### src/rtl/conv_block_scheduler.sv
// Job sequencer for the column-block address FSM: LOAD -> PROC -> READ per block, N blocks per job.
// All outputs registered (one cycle after the deciding edge); host/downstream stalls via o_inRdy / i_outRdy.
module conv_block_scheduler #(
    parameter int NB_IMAGE   = 10,
    parameter int NB_BLOCKS  = 8,
    parameter int NB_TIMEOUT = 12,
    parameter int TIMEOUT    = 4000
) (
    input  logic                 i_CLK,
    input  logic                 i_reset,
    input  logic                 i_start,
    input  logic [NB_BLOCKS-1:0] i_nBlocks,
    input  logic [NB_IMAGE-1:0]  i_imgLength,
    input  logic                 i_inVld,
    output logic                 o_inRdy,
    input  logic                 i_outRdy,
    output logic                 o_outVld,
    output logic                 o_load,
    output logic                 o_SoP,
    output logic                 o_valid,
    output logic [NB_IMAGE-1:0]  o_imgLength,
    input  logic                 i_EoP,
    input  logic                 i_changeBlock,
    output logic [NB_BLOCKS-1:0] o_blockIdx,
    output logic                 o_busy,
    output logic                 o_done,
    output logic                 o_error
);

    typedef enum logic [3:0] {
        S_IDLE, S_LOAD, S_LWAIT, S_PROC, S_PDRAIN, S_READ, S_RWAIT, S_NEXT, S_DONE
    } state_t;

    state_t                r_state, w_state_nxt;
    logic [NB_IMAGE-1:0]   r_len, w_len_nxt;
    logic [NB_BLOCKS-1:0]  r_nblk, w_nblk_nxt;
    logic [NB_BLOCKS-1:0]  r_blk, w_blk_nxt;
    logic [NB_IMAGE:0]     r_cnt, w_cnt_nxt;
    logic [NB_TIMEOUT-1:0] r_wd, w_wd_nxt;
    logic r_load, r_sop, r_valid, r_inrdy, r_outvld, r_busy, r_done, r_error;
    logic w_busy_nxt, w_error_nxt, w_done_nxt;
    logic w_accept, w_wait, w_last, w_can;

    always_comb begin
        w_state_nxt = r_state;
        w_len_nxt   = r_len;
        w_nblk_nxt  = r_nblk;
        w_blk_nxt   = r_blk;
        w_cnt_nxt   = r_cnt;
        w_wd_nxt    = '0;
        w_busy_nxt  = r_busy;
        w_error_nxt = r_error;
        w_done_nxt  = 1'b0;
        w_accept    = 1'b0;
        w_wait      = 1'b0;
        w_last      = (r_cnt == {1'b0, r_len});
        w_can       = 1'b0;
        case (r_state)
            S_IDLE: begin
                if (i_start) begin
                    w_len_nxt   = i_imgLength;
                    w_nblk_nxt  = i_nBlocks;
                    w_blk_nxt   = '0;
                    w_cnt_nxt   = '0;
                    w_error_nxt = 1'b0;
                    w_busy_nxt  = 1'b1;
                    w_state_nxt = (i_nBlocks == '0) ? S_DONE : S_LOAD;
                end
            end
            S_LOAD, S_READ: begin
                // A word is only taken while o_valid is low, so pulses are edge-separated.
                if (r_state == S_LOAD)
                    w_can = i_inVld && r_inrdy;
                else
                    w_can = i_outRdy && !r_valid && (r_cnt <= {1'b0, r_len});
                if (w_can) begin
                    w_accept = 1'b1;
                    if (w_last) begin
                        w_cnt_nxt   = '0;
                        w_state_nxt = (r_state == S_LOAD) ? S_LWAIT : S_RWAIT;
                    end else begin
                        w_cnt_nxt = r_cnt + 1'b1;
                    end
                end
            end
            S_LWAIT: begin
                w_wait = 1'b1;
                if (i_changeBlock) w_state_nxt = S_PROC;
            end
            S_PROC: begin
                w_wait = 1'b1;
                if (i_EoP) w_state_nxt = S_PDRAIN;
            end
            S_PDRAIN: w_state_nxt = S_READ;
            S_RWAIT: begin
                w_wait = 1'b1;
                if (i_changeBlock) w_state_nxt = S_NEXT;
            end
            S_NEXT: begin
                // Index stays on the last block when the job completes.
                if (({1'b0, r_blk} + 1'b1) == {1'b0, r_nblk}) begin
                    w_state_nxt = S_DONE;
                end else begin
                    w_blk_nxt   = r_blk + 1'b1;
                    w_state_nxt = S_LOAD;
                end
            end
            S_DONE: begin
                w_done_nxt  = 1'b1;
                w_busy_nxt  = 1'b0;
                w_state_nxt = S_IDLE;
            end
            default: w_state_nxt = S_IDLE;
        endcase
        if (w_wait && (w_state_nxt == r_state)) begin
            if (r_wd == NB_TIMEOUT'(TIMEOUT - 1)) begin
                w_error_nxt = 1'b1;
                w_busy_nxt  = 1'b0;
                w_state_nxt = S_IDLE;
            end else begin
                w_wd_nxt = r_wd + 1'b1;
            end
        end
    end

    always_ff @(posedge i_CLK or negedge i_reset) begin
        if (!i_reset) begin
            r_state  <= S_IDLE;
            r_len    <= '0;
            r_nblk   <= '0;
            r_blk    <= '0;
            r_cnt    <= '0;
            r_wd     <= '0;
            r_load   <= 1'b0;
            r_sop    <= 1'b0;
            r_valid  <= 1'b0;
            r_inrdy  <= 1'b0;
            r_outvld <= 1'b0;
            r_busy   <= 1'b0;
            r_done   <= 1'b0;
            r_error  <= 1'b0;
        end else begin
            r_state  <= w_state_nxt;
            r_len    <= w_len_nxt;
            r_nblk   <= w_nblk_nxt;
            r_blk    <= w_blk_nxt;
            r_cnt    <= w_cnt_nxt;
            r_wd     <= w_wd_nxt;
            // Phase strobes follow the next state, so o_load drops with the last load pulse.
            r_load   <= (w_state_nxt == S_LOAD);
            r_sop    <= (w_state_nxt == S_PROC);
            r_valid  <= w_accept;
            r_outvld <= w_accept && (r_state == S_READ);
            r_inrdy  <= (w_state_nxt == S_LOAD) && !w_accept && (w_cnt_nxt <= {1'b0, w_len_nxt});
            r_busy   <= w_busy_nxt;
            r_done   <= w_done_nxt;
            r_error  <= w_error_nxt;
        end
    end

    assign o_inRdy     = r_inrdy;
    assign o_outVld    = r_outvld;
    assign o_load      = r_load;
    assign o_SoP       = r_sop;
    assign o_valid     = r_valid;
    assign o_imgLength = r_len;
    assign o_blockIdx  = r_blk;
    assign o_busy      = r_busy;
    assign o_done      = r_done;
    assign o_error     = r_error;

endmodule

### config.mk
export PLATFORM = sky130hd
export DESIGN_NAME = conv_block_scheduler
export DESIGN_NICKNAME = d
export VERILOG_FILES = /design/src/rtl/conv_block_scheduler.sv
export SDC_FILE = /design/constraint.sdc
export NUM_CORES = 1
export LEC_CHECK = 0
export CAP_MARGIN = 0
export CORE_MARGIN = 8
export CORE_UTILIZATION = 33
export DETAILED_ROUTE_END_ITERATION = 16
export PLACE_DENSITY = 0.67
export REMOVE_ABC_BUFFERS = 1
export SYNTH_ARGS = -nofsm -noshare
export SYNTH_HDL_FRONTEND = slang
export SYNTH_SLANG_ARGS = --single-unit
### constraint.sdc
create_clock -name i_CLK -period 3.8 [get_ports i_CLK]
set_input_delay 0.57 -clock i_CLK [delete_from_list [all_inputs] [get_ports i_CLK]]
set_output_delay 0.57 -clock i_CLK [all_outputs]
set_load 0.03 [all_outputs]
==> flow_metrics.tcl, run 1 <==
set metrics [dict create \
    synth_largest_area_cell "dfrtp_1" \
    cts.sinks 61 \
    reg2reg_depth 16 \
    p_seq_frac 0.290 \
    num_antenna_cells 0 \
    end_kind "flip-flop" \
    period_share 0.968 \
    seq_area_frac_synth 0.411 \
    startpoint_type "flip-flop" \
    fin_crit_ns 3.68 \
    synthTopCellsByArea "dfrtp_1 (41%), ha_1 (7.7%), nand2_1 (5.3%)" \
    max_clock_freq_mhz 272 \
    drc_errors 0 \
    min_path_type "input port to async pin" \
    maxCapViolations 0 \
    cts-root-buf "clkbuf_16" \
    synthesis.area_sq_mm 0.00372 \
    holdWs_ns 0.393 \
    routabilityCongestion 0.870 \
    place_hpwl_um 7440 \
    status "completed" \
    clock_latency_ns 0.34 \
    setup_viol 0 \
    total_leakage_power_nw 2.19 \
    area.growth.synth_to_final_pct 32.4 \
    grt_pass1_vias 3272 \
    grtUsageTotal 0.134 \
    io_pins 51 \
    die_h_um 122 \
    start_util 0.340 \
    cts_hold_buf 0 \
    worstMarginPinSlew_ns 0.960 \
    final_nets 532 \
    clkPwrFrac 0.281 \
    reg2reg_to "o_inRdy" \
    clk_pin_slew_ns 0.05 \
    ir_worst_vdd_mv 0.358 \
    synthFlopType "dfrtp_1" \
    avgRoutedWirePerCell_um 16.0 \
    avgSynthCellArea_sq_um 9.13 \
    grt_max_degree 43 \
    cts_buffer_depth 2 \
    grt_first_pass_wirelength_um 15900 \
    finalNonFillerCells 629 \
    drive_gt1_frac 0.160 \
    synth_edf_count 0 \
    ys_seq_elements 61 \
    grt_antenna_before_repair 0 \
    io_buffers 50 \
    slew_viol_final 0 \
    p_int_w 0.00191 \
    grt-ovfl-total 0 \
    core_sq_mm 0.0109 \
    dr.pass1.iters 4 \
    maxSlewHeadroom 0.360 \
    crit_type "flip-flop to flip-flop" \
    cp.arrival_ns 3.94 \
    fp.dieArea_sq_mm 0.0149 \
    finalClockSkew_ns 0.00716 \
    swShare 0.381 \
    routed_wl_um 10000 \
    htreeDepth 3 \
    yosysTopAreaCellShare 0.411 \
    cts_made_buffers 9 \
    synth_cell_types 58 \
    synth-async-reset-ratio 1.00 \
    dp.cells 610 \
    worstPathMaxFanout 3 \
    fillerInstances 1074 \
    power_density_mw_per_mm2 627 \
    switchingPower_w 0.00118 \
    r2r_start "o_imgLength[8]" \
    yosysMostFrequentCell "dfrtp_1" \
    rows 38 \
    power_frac_comb 0.429 \
    antenna_left 0 \
    rrSetupSlack_ns 0.12 \
    required_ns 4.07 \
    syn_inst 407 \
    synth_common_cells "dfrtp_1 (61), nand2_1 (52), nor2_1 (31)" \
    hold_viol 0 \
    cts_tree "done" \
    vias_per_cell 5.25 \
    drt_first_iter_violations 229 \
    vias 3301 \
    yosys_warnings 0 \
    dieWidth_um 122 \
]
-- cells in the final DEF (no fill, tap or decap), drive strengths merged, types with 3 or more instances in the layout --
master,instances
o31ai,11
nand2,52
ha,23
nor3b,6
nor3,9
clkbuf,11
a31oi,6
nand4,8
nor2,41
inv,28
and3,3
nand4b,3
mux2i,11
a211oi,5
clkinv,3
nand3,19
nor2b,4
buf,31
o21ai,24
dfrtp,61
clkdlybuf4s50,49
a21oi,18
nor4,4
and2,5
xnor2,11
nand3b,4
xor2,7
-- critical path, cell delays in order (launching register included) --
cell and delay, ns:
dfrtp_1 0.38, inv_2 0.07, ha_4 0.20, a21o_1 0.18
a211oi_2 0.22, or4b_4 0.55, a211oi_4 0.26, buf_4 0.16
nand3_1 0.09, o21ai_2 0.23, ha_4 0.23, a2111oi_2 0.34
nand2_1 0.10, a31oi_1 0.16, o31ai_1 0.11, o31ai_1 0.09
and4b_1 0.22
-- layer usage --
metal | GRT usage | wire length [um] | up-vias
met5 | 0 | 0 | -
met2 | 0.220 | 4850 | 86
li1 | - | - | 1598
met4 | 0.0533 | 163 | 0
met1 | 0.163 | 4480 | 1599
met3 | 0.0403 | 548 | 18
-- cell type report --
class                   instances  area (sq um)  share of cell area
clock buffers                  11           233              0.0473
clock inverters                 5          75.1              0.0153
inverters                      28           105              0.0214
multi-input cells             304          2090               0.424
flip-flops and latches         61          1530               0.310
well taps                     140           175              0.0356
repair buffers                 80           721               0.146
-- timing repair --
action	in CTS	in global routing
setup buffers	0	3
pin swaps	0	6
setup endpoints to repair	1	1
gates cloned	0	0
resized for setup	3	20
-- state kept, by name, indices dropped and copies added, names as in the netlist, 4 cells and up --
signal / flops
r_cnt: 11
r_state: 4
o_imgLength: 10
r_wd: 12
o_blockIdx: 8
r_nblk: 8
-- worst max-delay path by stage --
stage | from | slack (ns) | cells after the start | to
after floorplan | o_imgLength[8] | -0.23 | 16 | o_inRdy
after global placement | o_imgLength[8] | -0.08 | 16 | o_inRdy
after detailed placement | o_imgLength[8] | -0.14 | 16 | o_inRdy
after CTS | o_imgLength[6] | 0.03 | 18 | o_inRdy
after global routing | o_imgLength[6] | -0.05 | 18 | o_inRdy
final | o_imgLength[8] | 0.12 | 16 | o_inRdy
-- power groups by stage --
stage          Sequential, W  Clock [W]  Combinational (W)
2_1_floorplan        0.00104          0           0.000632
3_3_place_gp        0.000899          0            0.00125
3_5_place_dp        0.000905          0            0.00127
4_1_cts             0.000896   0.000876            0.00129
5_1_grt             0.000920   0.000911            0.00145
6_report            0.000895   0.000867            0.00132
-- logic make-up (layout without fill, tap and decap cells) --
| group | count (synthesis) | after routing | share of synthesized area |
|---|---|---|---|
| multiplexers | 11 | 11 | 0.0330 |
| buffers and inverters | 42 | 124 | 0.0512 |
| flip-flops | 61 | 61 | 0.411 |
| adder cells (fa/ha/maj) | 23 | 23 | 0.0774 |
| AND/OR/NAND/NOR | 171 | 171 | 0.239 |
| XOR/XNOR | 18 | 18 | 0.0424 |
| AO/OA/AOI/OAI | 81 | 81 | 0.146 |
-- through the flow --
stage	setup TNS [ns]	setup WS, ns	area [sq um]	util	total power [W]
after floorplan	-0.230	-0.230	3630	-	0.00167
after global placement	-0.0822	-0.0822	4510	0.412	0.00215
after detailed placement	-0.140	-0.140	4510	0.412	0.00217
after CTS	0	0.0329	4830	0.442	0.00306
after global routing	-0.0541	-0.0541	4920	0.450	0.00328
final	0	0.123	4920	0.450	0.00309
(Power assumes the default switching activity.)
==> inputs of run 2 (changes only) <==
--- a/config.mk
+++ b/config.mk
@@ -11,6 +11,7 @@
 export DETAILED_ROUTE_END_ITERATION = 16
 export PLACE_DENSITY = 0.67
 export REMOVE_ABC_BUFFERS = 1
+export SKIP_LAST_GASP = 1
 export SYNTH_ARGS = -nofsm -noshare
 export SYNTH_HDL_FRONTEND = slang
 export SYNTH_SLANG_ARGS = --single-unit
==> results of run 2 <==
The final DEF is identical to that of run 1; final timing and power are the same.
